--- src/rtl/led_pwm_peripheral.sv ---
// Memory-mapped LED controller: per-channel static or PWM drive on the rd/wr peripheral bus.
// A shared prescaler paces a free-running PWM counter compared against per-channel duty registers.
module led_pwm_peripheral #(
    parameter int NUM_LEDS   = 8,
    parameter int PWM_BITS   = 8,
    parameter int PRESC_BITS = 16
) (
    input  logic                clk,
    input  logic                rst_n,
    input  logic                rd_en_i,
    input  logic                wr_en_i,
    input  logic [31:0]         addr_i,
    input  logic [31:0]         data_i,
    output logic [31:0]         data_o,
    output logic [NUM_LEDS-1:0] leds_o
);

    localparam logic [5:0] A_OUT   = 6'h00;
    localparam logic [5:0] A_MODE  = 6'h01;
    localparam logic [5:0] A_PRESC = 6'h02;
    localparam logic [5:0] A_CTRL  = 6'h03;
    localparam logic [5:0] A_PWM   = 6'h04;
    localparam logic [5:0] A_LED   = 6'h05;
    localparam logic [5:0] A_DUTY0 = 6'h08;

    localparam logic [PRESC_BITS-1:0] PRESC_ONE = 1;
    localparam logic [PWM_BITS-1:0]   PWM_ONE   = 1;

    logic [5:0]            word;
    logic [NUM_LEDS-1:0]   out_r;
    logic [NUM_LEDS-1:0]   mode_r;
    logic [PRESC_BITS-1:0] prescale_r;
    logic                  en_r;
    logic [PWM_BITS-1:0]   duty_r [NUM_LEDS];
    logic [PRESC_BITS-1:0] presc_cnt;
    logic [PWM_BITS-1:0]   pwm_cnt;
    logic                  presc_wr;
    logic                  tick;
    logic [NUM_LEDS-1:0]   level_p0;
    logic [NUM_LEDS-1:0]   leds_p1;
    logic [31:0]           rdata;
    logic                  unused_bits;

    assign word        = addr_i[7:2];
    assign unused_bits = ^{addr_i[31:8], addr_i[1:0], data_i};

    assign presc_wr = wr_en_i && (word == A_PRESC);
    // A PRESCALE write restarts the prescale interval, so it wins over a coincident tick.
    assign tick     = en_r && (presc_cnt == prescale_r) && !presc_wr;

    always_ff @(posedge clk) begin
        if (!rst_n) begin
            out_r      <= '0;
            mode_r     <= '0;
            prescale_r <= '0;
            en_r       <= 1'b1;
            for (int i = 0; i < NUM_LEDS; i++) begin
                duty_r[i] <= '0;
            end
        end else if (wr_en_i) begin
            case (word)
                A_OUT:   out_r      <= data_i[NUM_LEDS-1:0];
                A_MODE:  mode_r     <= data_i[NUM_LEDS-1:0];
                A_PRESC: prescale_r <= data_i[PRESC_BITS-1:0];
                A_CTRL:  en_r       <= data_i[0];
                default: ;
            endcase
            for (int i = 0; i < NUM_LEDS; i++) begin
                if (word == A_DUTY0 + 6'(i)) begin
                    duty_r[i] <= data_i[PWM_BITS-1:0];
                end
            end
        end
    end

    always_ff @(posedge clk) begin
        if (!rst_n) begin
            presc_cnt <= '0;
            pwm_cnt   <= '0;
        end else if (!en_r) begin
            presc_cnt <= '0;
            pwm_cnt   <= '0;
        end else begin
            if (presc_wr || tick) begin
                presc_cnt <= '0;
            end else begin
                presc_cnt <= presc_cnt + PRESC_ONE;
            end
            if (tick) begin
                pwm_cnt <= pwm_cnt + PWM_ONE;
            end
        end
    end

    // Stage p0: per-channel level from current registers and counter
    always_comb begin
        level_p0 = '0;
        for (int i = 0; i < NUM_LEDS; i++) begin
            level_p0[i] = mode_r[i] ? (pwm_cnt < duty_r[i]) : out_r[i];
        end
    end

    // Stage p1: registered LED drive, blanked while disabled
    always_ff @(posedge clk) begin
        if (!rst_n) begin
            leds_p1 <= '0;
        end else begin
            leds_p1 <= en_r ? level_p0 : '0;
        end
    end

    assign leds_o = leds_p1;

    always_comb begin
        rdata = '0;
        case (word)
            A_OUT:   rdata[NUM_LEDS-1:0]   = out_r;
            A_MODE:  rdata[NUM_LEDS-1:0]   = mode_r;
            A_PRESC: rdata[PRESC_BITS-1:0] = prescale_r;
            A_CTRL:  rdata[0]              = en_r;
            A_PWM:   rdata[PWM_BITS-1:0]   = pwm_cnt;
            A_LED:   rdata[NUM_LEDS-1:0]   = leds_p1;
            default: ;
        endcase
        for (int i = 0; i < NUM_LEDS; i++) begin
            if (word == A_DUTY0 + 6'(i)) begin
                rdata[PWM_BITS-1:0] = duty_r[i];
            end
        end
    end

    assign data_o = rd_en_i ? rdata : 32'h0;

endmodule

--- config.mk ---
export PLATFORM = sky130hd
export DESIGN_NAME = led_pwm_peripheral
export DESIGN_NICKNAME = d
export VERILOG_FILES = /design/src/rtl/led_pwm_peripheral.sv
export SDC_FILE = /design/constraint.sdc
export NUM_CORES = 1
export LEC_CHECK = 0
export BUFFER_PORTS_ARGS = -buffer_cell sky130_fd_sc_hd__clkbuf_2
export CORE_AREA = 3 3 126 128
export CTS_CLUSTER_DIAMETER = 150
export CTS_CLUSTER_SIZE = 12
export DETAILED_ROUTE_END_ITERATION = 10
export DIE_AREA = 0 0 129 131
export GPL_TIMING_DRIVEN = 0
export MAX_ROUTING_LAYER = met4
export PLACE_DENSITY = 0.74
export REMOVE_ABC_BUFFERS = 1
export SYNTH_ARGS = -nofsm -noshare
export SYNTH_HDL_FRONTEND = slang
export SYNTH_SLANG_ARGS = --single-unit
--- constraint.sdc ---
create_clock -name clk -period 2.4 [get_ports clk]
set_input_delay 0.12 -clock clk [delete_from_list [all_inputs] [get_ports clk]]
set_output_delay 0.12 -clock clk [all_outputs]
set_load 0.1 [all_outputs]
Word-level counts from Yosys, hierarchy flattened
Memory sizes are Yosys's and may differ from the RTL's.
Index checks and enable logic that the tools add are counted.
{"block": "word_totals", "register_bits": 65, "ram_bits": 64, "inputBits": 68, "wordCells": 115, "memories": 1}
{"name": "duty_r", "depth": 8, "width": 8, "rd": 8, "rd_clocked_by_memory_dff": 0, "write_ports": 8, "line": "34", "rtl": "logic [PWM_BITS-1:0] duty_r [NUM_LEDS];"}
{"block": "classes", "addsub": 2, "n_lt_le_gt_ge": 8, "n_eq_ne": 14, "n_mux": 61, "bitwise_logic": 10, "reduce_logical": 12}
{"op": "8-bit 2-to-1 mux", "count": 17}
{"op": "8-bit < comparator", "count": 8}
{"op": "6-bit by 4-bit == test with 1-bit output (second input constant)", "count": 8}
{"op": "1-bit 2-to-1 mux", "count": 41}
{"op": "7-bit one-hot mux with 5 select lines", "count": 1}
{"op": "16-bit by 1-bit adder with 16-bit output (second input constant)", "count": 1}
{"op": "16-bit == test", "count": 1}
{"op": "16-bit 2-to-1 mux", "count": 1}
{"op": "6-bit by 2-bit == test with 1-bit output (second input constant)", "count": 2}
{"op": "6-bit by 3-bit == test with 1-bit output (second input constant)", "count": 2}
{"op": "2-bit AND reduction", "count": 5}
{"op": "8-bit by 1-bit adder with 8-bit output (second input constant)", "count": 1}
{"op": "1-bit OR", "count": 8}
{"op": "6-bit by 1-bit == test with 1-bit output (second input constant)", "count": 1}
{"op": "6-bit logical NOT", "count": 1}
{"op": "1-bit one-hot mux with 6 select lines", "count": 1}
{"op": "1-bit logical AND", "count": 3}
{"op": "3-bit OR reduction", "count": 1}
{"op": "1-bit NOT", "count": 2}
{"op": "1-bit logical NOT", "count": 1}
{"op": "1-bit logical OR", "count": 1}

Logic depth before layout (Yosys ltp)
Gate-level depths: netlist (run 1).
{"block": "logic_depth", "depth_word": 11, "mapped_depth": 8, "ltp_nobuf": 7}

Least setup slack after synthesis (run 1)
Ideal clock, no wire load.
{"block": "synth_path", "path_type": "input-to-output", "startpoint": "in addr_i[6]", "endpoint": "out data_o[6]", "t_arrival_ns": 3.162, "required_time_ns": 2.280, "setup_slack_ns": -0.882, "path_stages": 5, "path_buffers": 2, "path_cell_list": "clkbuf_1 nor4bb_1 clkbuf_1 nand2_1 o32ai_1"}
{"block": "synth_between", "elab_chain_len": 11, "word_cells_on_any_way": 23}
{"item": "start, declared", "line": "12", "rtl": "input logic [31:0] addr_i,"}
{"item": "6-bit by 3-bit == test with 1-bit output (tied with other cells)", "line": "116", "rtl": "case (word)"}
{"item": "7-bit one-hot mux with 5 select lines", "line": "116"}
{"item": "8-bit 2-to-1 mux (7 in series)", "line": "126", "rtl": "if (word == A_DUTY0 + 6'(i)) begin"}
{"item": "8-bit 2-to-1 mux (*)", "line": "126"}
{"item": "16-bit 2-to-1 mux (*)", "line": "132", "rtl": "assign data_o = rd_en_i ? rdata : 32'h0;"}
{"item": "end, declared", "line": "14", "rtl": "output logic [31:0] data_o,"}
Every way passes the cells marked *; elsewhere a longest branch is shown, timed or not.

Worst setup path in the final report (run 1)
{"block": "layout_path", "startpoint": "reg pwm_cnt[4]", "endpoint": "out data_o[4]"}
{"block": "layout_between", "elab_chain_len": 10}
{"item": "start, declared", "line": "36", "rtl": "logic [PWM_BITS-1:0] pwm_cnt;"}
{"item": "start signal, assigned", "line": "90", "rtl": "pwm_cnt <= pwm_cnt + PWM_ONE;"}
{"item": "7-bit one-hot mux with 5 select lines", "line": "116"}
{"item": "8-bit 2-to-1 mux (8 in series)", "line": "126"}
{"item": "16-bit 2-to-1 mux", "line": "132"}
Every way passes these cells.

==> results.md, run 1 <==
- Status: completed
- Tcrit/Tclk final: 0.969
- First-pass GRT wire length: 32800 microns
- Hold slack final: 317 ps
- Pwr per Cell Area: 650 nW/um^2
- Ports: 108
- Max Fclk: 0.430 GHz
- Port Buffers: 49
- Unrepaired setup endpoints after global routing: false
- Slew at the pin with the worst max-slew slack: 1330 ps
- CTS sink count: 129
- GRT Resource Usage Total: 0.265
- Worst Hold Path Cells: 3
- H-tree depth: 4
- Initial antenna violation count: 0
- Minimum clock period: 2330 ps
- Clk_skew: 11.1 ps
- Dpl hpwl: 14900 microns
- Simple logic cell fraction of the synthesized area: 0.192
- CP max stage delay: 860 ps
- Sequential fraction of the synthesis area: 0.408
- Min-Delay Startpoint: wr_en_i
- Peak supply drop: 0.466 mV
- Gr ovfl total: 0
- Core ar.: 15000 sq um
- Detailed Route Iter0 Violations: 682
- Clk pin slew, worst setup/hold paths: 60 ps
- Vias/cell: 5.91
- #FFs+latches synth: 129
- Flop-to-flop setup slack: 250 ps
- Combinational share of power: 0.130
- Compound-Gate Fraction of Synth Area: 0.146
- Post-Syn Area: 7910 sq um
- Yosys warns: 0
- Area contributors post-synth: edfxtp_1 24%, dfxtp_1 16%, ha_1 9.2%
- Setup slack at placement: -1130 ps
- Max cap viols: 0
- Die width: 129 microns
- CP Buf/Inv Count: 1
- Switching portion of total power: 0.272
- DRC: 0
- Top Family by Delay on Critical Path: flip-flops
- Slowest stage cell, crit path: dfxtp_1
- Final setup violating endpoints: 0
- Final ANT Viol Nets: 0
- Number of global-route vias before repair: 6074
- Ys flop type: dfxtp_1
- R2r endpoint: presc_cnt[15]
- Total Die Area: 16900 sq um
- Max FO, Critical Path: 13
- Clock share of power: 0.446
- Root Driver: clkbuf_16
- Cells on worst reg2reg path: 5
- WL final: 21500 microns
- Fin util: 0.605
- Syn_area_per_cell: 9.10 sq um
- Num CTS Buffers: 17
- Number of synthesized flops with an enable pin: 64
- Synth Area in Adders: 0.0918
- Worst slew margin: 0.105
- Layout Cells excl Fill: 1116
- CTS tree: done
- Clk buf depth: 2
- Leading area contributor after synthesis: edfxtp_1
- Vias: 6597
- Mux cell area share after synthesis: 0.0525
- Area Overhead vs Synth: 14.6%
- Slew Limit Fails: 0
- WP data arrival: 2210 ps
- Crit end category: primary output
- Synth top area share: 0.243
- Hold Path End: en_r
- Share of cells above drive strength 1: 0.127
- Diode count: 0
- Starting Density: 0.528
- Critical Path Start Type: flop
- Die H: 131 microns
- Synth cell types: 64
- Net Switching: 1.60 mW
- Cells after Synth: 869
- Min-Delay Path Class: in -> reg
- Nets: 1041
- Placed Cells: 1065
- Seq pwr share: 0.424
- Post-synthesis xor/xnor area fraction: 0.0332
- Req. time, crit path: 2280 ps
- WL/cell: 19.3 microns
- Final Hold Viols: 0
- Crit Path Category: reg -> out
- Setup ws final: 74.4 ps
- Power Internal: 4.29 mW
- Largest family of logic cells by synthesized area: simple AND/OR/NAND/NOR gates
- Largest net degree at the start of global routing: 52
- Leak Pwr: 4.11 nW
- Routability cong.: 0.927
- Row cnt: 45
- Clk Latency, worst-skew pair: 430 ps
- Proportion of synthesized flip-flops having asynchronous set or reset: 0
- Reg-to-reg startpoint: prescale_r[11]
- First drt pass iteration count: 4
- Critical Path, Cell by Cell: a221o_1 -> o21ai_1 -> a31oi_2 -> clkbuf_8
[logic make-up after synthesis]
kind of cell,count (synthesis)
AOI/OAI and AO/OA,178
xor gates and xnor gates,30
adders and majority gates,58
buffers and inverters,133
DFF,129
muxes,38
other,1
and+or+nand+nor,302
[power groups by stage]
stage | sequential (mW) | clock, mW | combinational (mW)
after floorplan | 2.50 | 0 | 0.503
after global placement | 2.53 | 0 | 0.696
after detailed placement | 2.54 | 0 | 0.712
after CTS | 2.49 | 2.64 | 0.755
after global routing | 2.51 | 2.74 | 0.833
final | 2.50 | 2.63 | 0.765
[flip-flops by register name, summed over array words and instances (netlist names)]
register    cells
duty_r         64
en_r            1
leds_o          8
mode_r          8
out_r           8
presc_cnt      16
prescale_r     16
pwm_cnt         8
[worst min-delay path, cell delays in order]
cell and delay, ps:
clkbuf_2 200, nand3_1 220, o311ai_0 130
[area by class of cell]
cell class	count	area, sq um
multi-input combinational	622	4200
fill	1275	5910
inverter	74	282
sequential	129	3230
clock buffer	20	478
timing repair buffer	71	509
clock inverter	12	129
tap	188	235
[cell usage in the layout, fill, tap and decap left out, types with 4 or more instances in the layout]
cell / netlist / final
a21o_1: 21 / 21
dlygate4sd3_1: 0 / 16
o22ai_1: 8 / 8
nor4b_1: 6 / 5
nor2_1: 89 / 88
clkbuf_2: 0 / 38
nand2_1: 88 / 88
o21ai_0: 41 / 40
nor3_1: 7 / 7
o311a_1: 5 / 5
a221o_1: 5 / 5
a21boi_1: 10 / 10
o2111ai_1: 4 / 4
nand4_1: 9 / 9
nand2b_1: 14 / 14
o31ai_1: 4 / 4
mux2i_1: 28 / 28
conb_1: 1 / 16
nand3_1: 20 / 20
a21boi_0: 7 / 7
buf_4: 20 / 10
clkbuf_8: 0 / 7
a211oi_1: 8 / 8
clkinvlp_4: 0 / 5
xor2_1: 26 / 26
o21ai_1: 5 / 6
edfxtp_1: 64 / 64
or4_1: 4 / 4
dfxtp_2: 0 / 4
nor2b_1: 18 / 18
a21oi_1: 41 / 41
xnor2_1: 4 / 4
ha_1: 58 / 58
clkbuf_16: 0 / 18
inv_1: 72 / 72
a31oi_1: 7 / 5
mux2_2: 8 / 8
dfxtp_1: 65 / 61
nand3b_1: 6 / 6
and3_1: 22 / 22
[repair_timing]
action / 4_1_cts / 5_1_grt
gates cloned: 0 / 0
gates resized for setup: 23 / 10
hold buffers: 16 / 0
endpoints found under the setup margin: 25 / 7
pin swaps: 2 / 2
endpoints found under the hold margin: 16 / 0
setup buffers: 2 / 1
[routing by layer]
layer	vias up	track usage	share of wire	wire length (microns)
met4	0	0.122	0.041	892
met5	-	-	0	0
met1	3107	0.348	0.42	9040
li1	3122	-	-	-
met2	308	0.385	0.45	9610
met3	60	0.0687	0.092	1970
[per-stage QoR]
step / instance area (sq um) / setup TNS, ps / power (mW)
floorplan: 7640 / -64850 / 3.00
detailed placement: 8160 / -34020 / 3.25
CTS: 9030 / 0 / 5.89
global placement: 8120 / -210770 / 3.23
global route: 9060 / 0 / 6.08
finish: 9060 / 0 / 5.89
[worst max-delay path by stage]
stage	from	to	cells after the start
after global routing	pwm_cnt[6]	data_o[6]	6
after global placement	addr_i[4]	duty_r[0][16]	4
after floorplan	addr_i[4]	data_o[1]	5
after detailed placement	addr_i[3]	data_o[5]	7
after CTS	en_r	data_o[0]	6
final	pwm_cnt[4]	data_o[4]	4
[cells in the mapped netlist, types with 2 or more instances]
| library cell | n |
|---|---|
| a21o_1 | 21 |
| nor2b_1 | 18 |
| clkinv_1 | 2 |
| buf_4 | 20 |
| o21ai_1 | 5 |
| xnor2_1 | 4 |
| a21boi_0 | 7 |
| a21oi_1 | 41 |
| mux2_2 | 8 |
| a41o_1 | 2 |
| o22ai_1 | 8 |
| nand3_1 | 20 |
| o21ai_0 | 41 |
| mux4_2 | 2 |
| and3_1 | 22 |
| a211oi_1 | 8 |
| mux2i_1 | 28 |
| nor2_1 | 89 |
| nand2b_1 | 14 |
| and4_1 | 2 |
| buf_6 | 2 |
| ha_1 | 58 |
| nand2_1 | 88 |
| nor4b_1 | 6 |
| a221o_1 | 5 |
| o211a_1 | 2 |
| edfxtp_1 | 64 |
| or4_1 | 4 |
| inv_1 | 72 |
| o31ai_1 | 4 |
| a31oi_1 | 7 |
| nand4_1 | 9 |
| dfxtp_1 | 65 |
| a21boi_1 | 10 |
| nand3_2 | 3 |
| nand3b_1 | 6 |
| buf_2 | 11 |
| o311a_1 | 5 |
| xor2_1 | 26 |
| nor4_2 | 3 |
| clkbuf_1 | 25 |
| nor3_1 | 7 |
| o2111ai_1 | 4 |
Power figures use the tool's default switching activity.
==> run 2, diff against run 1 <==
--- a/config.mk
+++ b/config.mk
@@ -17,2 +17,3 @@
 export REMOVE_ABC_BUFFERS = 1
+export SLEW_MARGIN = 20
 export SYNTH_ARGS = -nofsm -noshare
--- a/constraint.sdc
+++ b/constraint.sdc
@@ -3,2 +3,2 @@
 set_output_delay 0.12 -clock clk [all_outputs]
-set_load 0.1 [all_outputs]
+set_load 0.005 [all_outputs]
==> results.md, run 2 (synthesized netlist as in run 1, its figures left out) <==
- Status: completed
- First drt pass iteration count: 6 (+2)
- Slew Limit Fails: 0 (unchanged)
- Power Internal: 4.35 mW (+1.4%)
- Slew at the pin with the worst max-slew slack: 1000 ps (-327 ps)
- Max cap viols: 0 (unchanged)
- CTS sink count: 129 (unchanged)
- Minimum clock period: 2260 ps (-67.7 ps)
- First-pass GRT wire length: 32800 microns (-0.23%)
- Pwr per Cell Area: 648 nW/um^2 (-0.41%)
- Routability cong.: 0.927 (unchanged)
- Detailed Route Iter0 Violations: 661 (-3.1%)
- Tot Pwr: 5.81 mW (-1.3%)
- Clk_skew: 6.00 ps (-5.10 ps)
- Core ar.: 15000 sq um (unchanged)
- Clk pin slew, worst setup/hold paths: 60 ps (about the same)
- Starting Density: 0.528 (unchanged)
- Seq pwr share: 0.429 (+0.005)
- Layout Cells excl Fill: 1116 (unchanged)
- WL final: 21600 microns (+0.51%)
- Max Fclk: 0.443 GHz (+3.0%)
- Initial antenna violation count: 0 (unchanged)
- Die H: 131 microns (unchanged)
- Most frequent cells in the layout: 88 x nor2_1, 88 x nand2_1, 72 x inv_1
- Switching portion of total power: 0.252 (-0.0204)
- Final ANT Viol Nets: 0 (unchanged)
- Net Switching: 1.46 mW (-8.7%)
- Unrepaired setup endpoints after global routing: false
- Placed Cells: 1066 (+0.094%)
- H-tree depth: 4 (unchanged)
- Final setup violating endpoints: 0 (unchanged)
- Die width: 129 microns (unchanged)
- Reg-to-reg startpoint: presc_cnt[11]
- Number of global-route vias before repair: 5986 (-1.4%)
- Min-Delay Path Class: in -> reg
- Dpl hpwl: 14900 microns (-0.27%)
- Setup ws final: 142 ps (+67.7 ps)
- Nets: 1041 (unchanged)
- Flop-to-flop setup slack: 240 ps (about the same)
- CTS tree: done
- Max reg flops: 64 (unchanged)
- Port Buffers: 49 (unchanged)
- Final Hold Viols: 0 (unchanged)
- Max FO, Critical Path: 49 (+36)
- Hold Path End: prescale_r[5]
- Worst Hold Path Cells: 3 (unchanged)
- Crit Path Category: in -> out
- Clk buf depth: 2 (unchanged)
- Crit end category: primary output
- WL/cell: 19.4 microns (+0.51%)
- Peak supply drop: 0.481 mV (+3.2%)
- Clk Latency, worst-skew pair: 430 ps (about the same)
- Clock share of power: 0.468 (+0.022)
- Top Registers: duty_r: 64 flops, presc_cnt: 16 flops, prescale_r: 16 flops
- DRC: 0 (unchanged)
- Diode count: 0 (unchanged)
- Ports: 108 (unchanged)
- Leak Pwr: 4.10 nW (-0.31%)
- Min-Delay Startpoint: data_i[5]
- Setup slack at placement: -802 ps (+332 ps)
- Fin util: 0.599 (-0.00560)
- GRT Resource Usage Total: 0.265 (-0.000539)
- Vias/cell: 5.95 (+0.58%)
- WP data arrival: 2140 ps (-70 ps)
- Tcrit/Tclk final: 0.941 (-0.0282)
- Cells on worst reg2reg path: 5 (unchanged)
- Critical Path Start Type: primary input
- Largest net degree at the start of global routing: 52 (unchanged)
- Vias: 6635 (+0.58%)
- Gr ovfl total: 0 (unchanged)
- Share of cells above drive strength 1: 0.123 (-0.00431)
- Root Driver: clkbuf_16
- Total Die Area: 16900 sq um (unchanged)
- Top reg by flops: duty_r
- Req. time, crit path: 2280 ps (about the same)
- Num CTS Buffers: 17 (unchanged)
- Area Overhead vs Synth: 13.5%
- Row cnt: 45 (unchanged)
- Combinational share of power: 0.103 (-0.027)
- R2r endpoint: presc_cnt[15]
- Worst slew margin: 0.331 (+0.227)
[run 2: repair_timing]
action,in CTS,in global routing
hold endpoints to repair,15,0
hold buffers,15,0
pin swaps,2,1
setup buffers,2,1
setup endpoints to repair,17,7
resized for setup,5,6
[run 2: worst max path at each step]
| stage | startpoint | end | slack, ps | cells after the start |
|---|---|---|---|---|
| floorplan | addr_i[4] | duty_r[0][0] | -1270 | 3 |
| global placement | addr_i[4] | duty_r[0][16] | -3600 | 4 |
| detailed placement | addr_i[3] | data_o[5] | -800 | 7 |
| CTS | addr_i[4] | data_o[5] | 40 | 9 |
| global route | pwm_cnt[0] | data_o[0] | 20 | 6 |
| finish | addr_i[3] | data_o[5] | 140 | 7 |
[run 2: per-layer routing]
| metal | routed length [microns] | GRT usage | vias up |
|---|---|---|---|
| met5 | 0 | - | - |
| met4 | 807 | 0.107 | 0 |
| li1 | - | - | 3129 |
| met3 | 1990 | 0.0585 | 63 |
| met1 | 9030 | 0.347 | 3114 |
| met2 | 9800 | 0.399 | 329 |
[run 2: power by group through the flow]
stage	Combinational [mW]	Clock [mW]	Sequential, mW
after global routing	0.667	2.81	2.50
after floorplan	0.360	0	2.49
after detailed placement	0.563	0	2.54
final	0.600	2.72	2.50
after global placement	0.546	0	2.53
after CTS	0.592	2.73	2.49
[run 2: per-stage QoR]
step	hold WS, ps	area (sq um)	setup TNS (ps)
2_1_floorplan	211	7640	-55320
3_3_place_gp	344	8120	-205420
3_5_place_dp	351	8150	-21850
4_1_cts	4.43	8960	0
5_1_grt	29.2	8980	0
6_report	18.6	8980	0
[run 2: cell type report]
| class | count | area (sq um) |
|---|---|---|
| flip-flops and latches | 129 | 3220 |
| well taps | 188 | 235 |
| clock buffers | 19 | 464 |
| inverters | 74 | 279 |
| clock inverters | 13 | 156 |
| fillers | 1277 | 6000 |
| multi-input cells | 622 | 4180 |
| repair buffers | 71 | 443 |
[run 2: critical path, cell delays in order]
cell and delay (ps):
buf_4 490, clkinv_2 330, nor3_4 350, a221o_1 260
o21ai_1 100, a31oi_1 270, clkbuf_2 170
==> run 3, diff against run 2 <==
- ABC_AREA: not set -> 1
- CORE_AREA: 3 3 126 128 -> 2 2 123 125
- DIE_AREA: 0 0 129 131 -> 0 0 125 127
- PLACE_DENSITY: 0.74 -> 0.75
==> results.md, run 3 <==
- Dpl hpwl: 14600 microns (-2.1%)
- Fin util: 0.603 (+0.00382)
- Yosys warns: 0 (unchanged)
- Slowest stage cell, crit path: dfxtp_1
- CTS sink count: 129 (unchanged)
- Cells after Synth: 962 (+11%)
- Die H: 127 microns (-3.1%)
- Most frequent cells in the layout: 164 x nand2_1, 139 x inv_1, 107 x nor2_1
- Area Overhead vs Synth: 12.8%
- Crit Path Category: reg -> out
- Flop-to-flop setup slack: 530 ps (+290 ps)
- WL final: 20800 microns (-3.6%)
- Crit path from: pwm_cnt[5]
- GRT Resource Usage Total: 0.277 (+0.0118)
- Critical Path, Cell by Cell: nand2_1 -> o21ai_0 -> inv_1 -> nand3_1 -> nand2_1 -> nand4_1 -> nand2_1 -> a21oi_2 -> clkbuf_2
- Final setup violating endpoints: 0 (unchanged)
- Proportion of synthesized flip-flops having asynchronous set or reset: 0 (unchanged)
- Die width: 125 microns (-3.1%)
- Leading area contributor after synthesis: edfxtp_1
- Final Hold Viols: 0 (unchanged)
- Slew Limit Fails: 0 (unchanged)
- Initial antenna violation count: 0 (unchanged)
- Unrepaired setup endpoints after global routing: false
- Top reg by flops: duty_r
- Req. time, crit path: 2280 ps (about the same)
- Crit-path most repeated cell: nand2_1
- Synth top area share: 0.249 (+0.00607)
- Max reg flops: 64 (unchanged)
- Row cnt: 44 (-2.2%)
- #FFs+latches synth: 129 (unchanged)
- Met1 Wirelength: 9080 microns (+0.59%)
- DRC: 0 (unchanged)
- Root Driver: clkbuf_16
- WP data arrival: 2200 ps (+60 ps)
- Status: completed
- Min-Delay Path Class: in -> reg
- Final ANT Viol Nets: 0 (unchanged)
- Commonest cells post-synth: 164 x nand2_1, 139 x inv_1, 107 x nor2_1, 93 x a21oi_1, 65 x dfxtp_1
- Worst Hold Path Cells: 3 (unchanged)
- First-pass GRT wire length: 32800 microns (about the same)
- Diode count: 0 (unchanged)
- R2r endpoint: leds_o[7]
- Max cap viols: 0 (unchanged)
- Critical Path Start Type: flop
- Cell with the most instances after synthesis: nand2_1
- Num CTS Buffers: 17 (unchanged)
- Hold slack final: 4.38 ps (-14.2 ps)
- Clk_skew: 6.98 ps (+0.976 ps)
- Setup TNS: 0 ps (unchanged)
- Post-Syn Area: 7720 sq um (-2.4%)
- Largest net degree at the start of global routing: 51 (-1.9%)
- Detailed Route Iter0 Violations: 705 (+6.7%)
- Pwr per Cell Area: 662 nW/um^2 (+2.2%)
- Total Die Area: 15900 sq um (-6.1%)
- Syn_area_per_cell: 8.02 sq um (-12%)
- Crit end category: primary output
- Share of cells above drive strength 1: 0.126 (+0.00361)
- Top sig layer: met4
- Port Buffers: 49 (unchanged)
- Max FO, Critical Path: 13 (-73%)
- Routability cong.: 0.952 (+2.7%)
- Sequential fraction of the synthesis area: 0.418 (+0.0102)
- Slew at the pin with the worst max-slew slack: 1000 ps (+1.25 ps)
- Wire length on met3: 1580 microns (-21%)
- Peak supply drop: 0.544 mV (+13%)
- Starting Density: 0.535 (+0.00689)
- Clk buf depth: 2 (unchanged)
- Clk pin slew, worst setup/hold paths: 60 ps (about the same)
- Minimum clock period: 2320 ps (+60.6 ps)
- Tcrit/Tclk final: 0.966 (+0.0253)
- Reg-to-reg startpoint: pwm_cnt[7]
- H-tree depth: 4 (unchanged)
- CTS tree: done
- Number of synthesized flops with an enable pin: 64 (unchanged)
- Core ar.: 14400 sq um (-3.7%)
- Vias: 6725 (+1.4%)
- Crit path to: data_o[5]
- WL met2: 9610 microns (-1.9%)
- Leak Pwr: 3.88 nW (-5.3%)
- Nets: 1141 (+9.6%)
- Top Registers: duty_r: 64 flops, presc_cnt: 16 flops, prescale_r: 16 flops
- WL/cell: 17.2 microns (-11%)
- Commonest non-fill, non-tap cell in the layout: nand2_1
- Area contributors post-synth: edfxtp_1 25%, dfxtp_1 17%, ha_1 9.4%
- Cells on worst reg2reg path: 5 (unchanged)
- Ports: 108 (unchanged)
- Worst slew margin: 0.331 (about the same)
- Number of global-route vias before repair: 6390 (+6.7%)
- First drt pass iteration count: 6 (unchanged)
- Synth cell types: 39 (-39%)
- CP max stage delay: 830 ps (+340 ps)
- Gr ovfl total: 0 (unchanged)
- Vias/cell: 5.55 (-6.7%)
- Ys flop type: dfxtp_1
- Post-CTS Repair Setup Buffers: 0 (-2)
- Max Fclk: 0.431 GHz (-2.6%)
- Clk Latency, worst-skew pair: 430 ps (about the same)
-- run 3: cell types whose count changed in the layout (fill, tap and decap cells not counted), moves of 14 or more --
cell / change
nor2b_1: -18
nand2_1: +76
mux2i_1: -28
and3_1: -22
nand3_1: +18
inv_1: +67
xor2_1: -14
a21oi_1: +52
a21o_1: -21
nor2_1: +19
nand4_1: +17
nor3_1: +15
-- run 3: critical path, delay by kind of cell (launching register included) --
kind | cells | cell delay, ps
DFF | 1 | 830
buffers and inverters | 2 | 180
AOI/OAI and AO/OA | 2 | 240
and+or+nand+nor | 5 | 510
-- run 3: cells by family after synthesis --
logic type,count (synthesis),share of synthesized area
compound gates,178,0.126
flops,129,0.418
xor+xnor,17,0.0193
other cells,1,0.000486
fa+ha+maj,58,0.0940
simple gates,393,0.235
buf+inv,186,0.108
-- run 3: metal layers --
metal	vias to the layer above	GRT usage
li1	3265	-
met1	3113	0.356
met2	291	0.440
met3	56	0.0532
met4	0	0.0987
met5	-	-
-- run 3: metrics by stage --
| stage | setup WS [ps] | instance area (sq um) | instances | total power [mW] |
|---|---|---|---|---|
| detailed placement | -167 | 7980 | 1172 | 3.04 |
| global placement | -157 | 7980 | 1172 | 3.02 |
| CTS | 137 | 8700 | 1212 | 5.75 |
| finish | 81.4 | 8700 | 1212 | 5.76 |
| floorplan | 603 | 7510 | 939 | 2.83 |
| global route | 14.5 | 8700 | 1212 | 5.92 |
-- run 3: how the worst min path moves through the flow --
stage               slack, ps        endpoint       start
floorplan                 220            en_r       rst_n
finish                      4  prescale_r[11]  data_i[11]
global placement          360  prescale_r[14]  data_i[14]
detailed placement        360  prescale_r[10]  data_i[10]
global route               20   prescale_r[5]   data_i[5]
CTS                       0.9  prescale_r[11]  data_i[11]
-- run 3: final cells by class --
cell class                 count  area (sq um)
inverter                     148           563
fill                        1266          5720
clock buffer                  24           556
multi-input combinational    662          3720
sequential                   129          3230
tap                          184           230
clock inverter                 8          82.6
timing repair buffer          57           325
-- run 3: where the power goes --
group	switching [mW]	internal [mW]	leakage, nW
combinational	0.357	0.171	2.44
sequential	0.0875	2.40	1.14
clock	1.01	1.73	0.311
total	1.46	4.30	3.88
-- run 3: timing repair --
action,4_1_cts,5_1_grt
endpoints found under the setup margin,0,2
hold buffers,8,0
resized for setup,0,2
hold endpoints to repair,9,0
